--- src/rtl/dmem_arbiter.sv ---
// Round-robin arbiter and access sequencer sharing one word-wide data memory
// between two requesters; partial-byte stores become read-modify-write.
module dmem_arbiter #(
    parameter int AW = 10
) (
    input  logic          clk,
    input  logic          rst,
    input  logic          m0_req,
    input  logic          m0_we,
    input  logic [3:0]    m0_be,
    input  logic [AW-1:0] m0_addr,
    input  logic [31:0]   m0_wdata,
    output logic          m0_gnt,
    output logic          m0_done,
    output logic [31:0]   m0_rdata,
    input  logic          m1_req,
    input  logic          m1_we,
    input  logic [3:0]    m1_be,
    input  logic [AW-1:0] m1_addr,
    input  logic [31:0]   m1_wdata,
    output logic          m1_gnt,
    output logic          m1_done,
    output logic [31:0]   m1_rdata,
    output logic [AW-1:0] mem_addr,
    output logic [31:0]   mem_wd,
    output logic          mem_we,
    input  logic [31:0]   mem_rd
);

    typedef enum logic [1:0] {IDLE, RD, WR, DONE} state_t;

    state_t        state_q, state_d;
    logic          last_q, last_d;
    logic          sel_q, sel_d;
    logic          we_q, we_d;
    logic [3:0]    be_q, be_d;
    logic [AW-1:0] addr_q, addr_d;
    logic [31:0]   wdata_q, wdata_d;
    logic [31:0]   rdata_q, rdata_d;

    logic          g_we;
    logic [3:0]    g_be;

    always_comb begin
        state_d  = state_q;
        last_d   = last_q;
        sel_d    = sel_q;
        we_d     = we_q;
        be_d     = be_q;
        addr_d   = addr_q;
        wdata_d  = wdata_q;
        rdata_d  = rdata_q;
        m0_gnt   = 1'b0;
        m1_gnt   = 1'b0;
        mem_addr = '0;
        mem_wd   = '0;
        g_we     = m1_gnt ? m1_we : m0_we;
        g_be     = m0_be;

        case (state_q)
            IDLE: begin
                if (!rst) begin
                    // On a tie the requester that did not win last time goes first
                    m0_gnt = m0_req & (~m1_req | last_q);
                    m1_gnt = m1_req & (~m0_req | ~last_q);
                end
                g_we = m1_gnt ? m1_we : m0_we;
                g_be = m1_gnt ? m1_be : m0_be;
                if (m0_gnt || m1_gnt) begin
                    sel_d   = m1_gnt;
                    last_d  = m1_gnt;
                    we_d    = g_we;
                    be_d    = g_be;
                    addr_d  = m1_gnt ? m1_addr : m0_addr;
                    wdata_d = m1_gnt ? m1_wdata : m0_wdata;
                    rdata_d = '0;
                    if (!g_we)
                        state_d = RD;
                    else if (g_be == 4'hF)
                        state_d = WR;
                    else if (g_be == 4'h0)
                        state_d = DONE;
                    else
                        state_d = RD;
                end
            end
            RD: begin
                mem_addr = addr_q;
                rdata_d  = mem_rd;
                state_d  = we_q ? WR : DONE;
            end
            WR: begin
                // Old word sits in rdata_q for RMW; full stores take every byte from wdata
                mem_addr = addr_q;
                for (int unsigned i = 0; i < 4; i++)
                    mem_wd[8*i +: 8] = be_q[i] ? wdata_q[8*i +: 8] : rdata_q[8*i +: 8];
                rdata_d = '0;
                state_d = DONE;
            end
            DONE: begin
                state_d = IDLE;
            end
            default: state_d = IDLE;
        endcase
    end

    always_ff @(posedge clk) begin
        if (rst) begin
            state_q <= IDLE;
            last_q  <= 1'b1;
            sel_q   <= 1'b0;
            we_q    <= 1'b0;
            be_q    <= '0;
            addr_q  <= '0;
            wdata_q <= '0;
            rdata_q <= '0;
        end else begin
            state_q <= state_d;
            last_q  <= last_d;
            sel_q   <= sel_d;
            we_q    <= we_d;
            be_q    <= be_d;
            addr_q  <= addr_d;
            wdata_q <= wdata_d;
            rdata_q <= rdata_d;
        end
    end

    assign mem_we   = (state_q == WR) & ~rst;
    assign m0_done  = (state_q == DONE) & ~sel_q & ~rst;
    assign m1_done  = (state_q == DONE) & sel_q & ~rst;
    assign m0_rdata = rdata_q;
    assign m1_rdata = rdata_q;

endmodule
--- config.mk ---
export PLATFORM = sky130hd
export DESIGN_NAME = dmem_arbiter
export DESIGN_NICKNAME = d
export VERILOG_FILES = /design/src/rtl/dmem_arbiter.sv
export SDC_FILE = /design/constraint.sdc
export NUM_CORES = 1
export LEC_CHECK = 0
export CAP_MARGIN = 20
export CORE_UTILIZATION = 37
export DETAILED_ROUTE_END_ITERATION = 10
export GPL_ROUTABILITY_DRIVEN = 0
export PLACE_DENSITY_LB_ADDON = 0.15
export SETUP_SLACK_MARGIN = 0.15
export SLEW_MARGIN = 20
export SYNTH_ARGS = -nofsm -noshare
export SYNTH_HDL_FRONTEND = slang
export SYNTH_SLANG_ARGS = --single-unit
--- constraint.sdc ---
create_clock -name clk -period 2 [get_ports clk]
set_input_delay 0.4 -clock clk [delete_from_list [all_inputs] [get_ports clk]]
set_output_delay 0.4 -clock clk [all_outputs]
set_load 0.1 [all_outputs]
==> metrics.md <==
| Metric | Value |
|---|---|
| Placed Cells | 848 |
| Post-route clock period utilization | 94.86% |
| Critical path class | reg -> out |
| CTS root buffer | clkbuf_16 |
| PwrDens | 1281 nW/um^2 |
| Adder-cell share of the synthesized area | about 1.4% |
| Iteration-0 DRC Markers | 233 |
| Asr flop ratio synth | 0% |
| Final min period | 1.897 ns |
| Antenna viol nets, final | 0 |
| Area leader, netlist | dfxtp_1 |
| MaxCap Viol Count | 0 |
| Most frequent cells in the layout | clkdlybuf4s50_1, buf_4, mux2i_1 |
| Global route overflow | 0 |
| Clk slew on worst S/H paths | 0.06 ns |
| Die H | between 100 and 150 um |
| Worst Max-Slew Pin Slew | around 0.57 ns |
| Crit-path max FO | 14 |
| CTS Sinks | 83 |
| Final hold viol count | 0 |
| CTS Buf Count | 9 |
| Die Area | roughly 13,000 sq um |
| Largest family of logic cells by synthesized area | simple AND/OR/NAND/NOR gates |
| Worst-case clock buffer depth | 2 |
| Post-Synthesis Cells | 517 |
| Clock latency on the worst-skew pair | around 0.34 ns |
| Routed WL | 14,870 um |
| Design area | 8010 sq um |
| Count of pins over their slew limit | 0 |
| Yosys warns | 0 |
| Violations in the final reports | design-rule violations |
| Drt drc | 12 |
| Synth Cell Area | 4478 sq um |
| Fraction of the mapped netlist area in simple logic gates | approximately a fifth |
| Setup crit start kind | flip-flop |
| Post-route insts no fill | 873 |
| Compound-Gate Fraction of Synth Area | 13.55% |
| Largest net degree at the start of global routing | 53 |
| Detailed placement HPWL | 10,710 um |
| Design Power | 10,260 uW |
| Yosys reg bits | 83 |
| Yosys cell types | 36 |
| 1st-pass router iterations | 7 |
| CORE AREA | 11,610 sq um |
| Antenna diodes | 0 |
| Vias in the first global route | ~4,500 |
| Final setup fails | 0 |
| Peak supply drop | 0.0006140 V |
| XOR/XNOR Fraction of Synth Area | 0% |
| PortBufs | 240 |
| Leakage | 0.002952 uW |
| Fmax | around 0.53 GHz |
| RSZ-0062 raised after global routing | true |
| Yosys top cell area share | 37.11% |
| H-tree depth | 3 |
| # IOs | 241 |
| Sequential share of the synthesized area | 37.11% |
| Layout cells sized above 1 | 35.21% |
| Wirelength per Cell | 17.03 um |
| Worst min path class | in -> reg |
| Mapped Nets | 652 |
| Fin nets | 860 |
| # rows | 39 |
| Initial antenna violation count | 0 |
| Fin Clk Skew | 0.006045 ns |
| Synth area leaders | dfxtp_1, mux2i_1, a211oi_1 |
| Required time of the worst setup path | 1.60 ns |
| Via count | 4,508 |
| Mux contribution to synthesized area | 17.66% |
| Most used DFF post-synth | dfxtp_1 |
| CTS tree | yes |
| Fillers | between 900 and 1,000 |
| Post-synth EDFFs | 0 |
| Post-synthesis area per instance | approximately 8.7 sq um |
| Die width | 112.0 um |
| Rel. slew slack | about three fifths |
| Arr. time, crit path | 1.50 ns |
| Commonest non-fill, non-tap cell in the layout | clkdlybuf4s50_1 |
| Area delta synth->final | 78.88% |
| Vias per inst | 5.164 |
| Hold_ws | 0.4136 ns |
| Status | finished, violations left |
| Placed cell area | about 7600 sq um |
| Initial Utilization | 38.56% |
| Critical Path Sink Type | output pin |
| Total GRT Usage | 23.79% |
| First-pass GRT wire length | approximately 23,000 um |
## Yosys cell counts, types with 2 or more instances
master / n
a211oi_1: 47
a21oi_1: 33
a31oi_1: 2
and2_1: 11
and4_1: 2
buf_1: 2
buf_2: 8
buf_4: 39
buf_6: 2
clkbuf_1: 25
dfxtp_1: 83
ha_1: 5
inv_1: 5
mux2i_1: 79
nand2_1: 37
nand3_1: 33
nor2_1: 49
nor2b_1: 35
nor3_1: 2
o41ai_1: 2
## through the flow
| step | setup TNS, ns | util [%] | setup WS (ns) |
|---|---|---|---|
| after floorplan | 0 | - | 0.06109 |
| after global routing | 0 | 68.97 | 0.06176 |
| after global placement | -0.04351 | 65.16 | -0.03150 |
| after CTS | 0 | 68.78 | 0.09472 |
| after detailed placement | -0.3658 | 65.16 | -0.05859 |
| final | 0 | 68.97 | 0.1028 |
## metal layers
layer	wire, um	up-vias	GRT usage [%]
li1	-	2189	-
met1	6159	2128	28.72
met2	7536	168	41.82
met3	882	23	4.536
met4	286	0	9.156
met5	0	-	0
## cell type report
class	count	area [sq um]	area share (%)
Timing Repair Buffer	274	3132	39.10
Inverter	5	27.53	0.3436
Tap cell	143	178.9	2.234
Clock inverter	5	53.80	0.6717
Sequential cell	83	1714	21.40
Clock buffer	11	232.7	2.905
Multi-Input combinational cell	352	2671	33.35
## cells by family (layout without fill, tap and decap cells)
family / after synthesis / in the layout
muxes: 79 / 79
adders and majority gates: 5 / 5
buffers and inverters: 82 / 295
DFF: 83 / 83
and+or+nand+nor: 177 / 177
AOI/OAI and AO/OA: 91 / 91
## final timing paths
path | start | end | slack [ns] | cells after the start
worst max-delay path | state_q[0] | mem_wd[5] | 0.10 | 5
worst min-delay path | rst | sel_q | 0.41 | 2
worst max register to register | state_q[1] | m0_rdata[31] | 0.28 | 9
worst min register to register | m0_rdata[6] | m0_rdata[6] | 0.47 | 2
## critical path, stage by stage, from the launching register on
cell,delay [ns]
dfxtp_2,0.34
inv_4,0.08
ha_4,0.20
buf_12,0.16
nor2b_4,0.18
buf_12,0.18
## state kept, by name (all words and copies together) (netlist names)
| name | count |
|---|---|
| state_q | 2 |
| wdata_q | 32 |
| m0_rdata | 32 |
| we_q | 1 |
| be_q | 4 |
| sel_q | 1 |
| last_q | 1 |
| addr_q | 10 |
## power breakdown
group / internal (uW) / switching (uW) / leakage [uW]
clock: 964 / 677 / 0.000143
sequential: 2060 / 359 / 0.000698
combinational: 2260 / 3940 / 0.00211
total: 5280 / 4980 / 0.00295
## what timing repair did
| action | CTS | global route |
|---|---|---|
| hold buffers | 0 | 0 |
| gates cloned | 1 | 0 |
| hold endpoints to repair | 0 | 0 |
| buffers inserted | 8 | 0 |
| pin swaps | 3 | 1 |
| endpoints found under the setup margin | 45 | 68 |
| gates resized for setup | 18 | 7 |
Power figures use the tool's default switching activity.
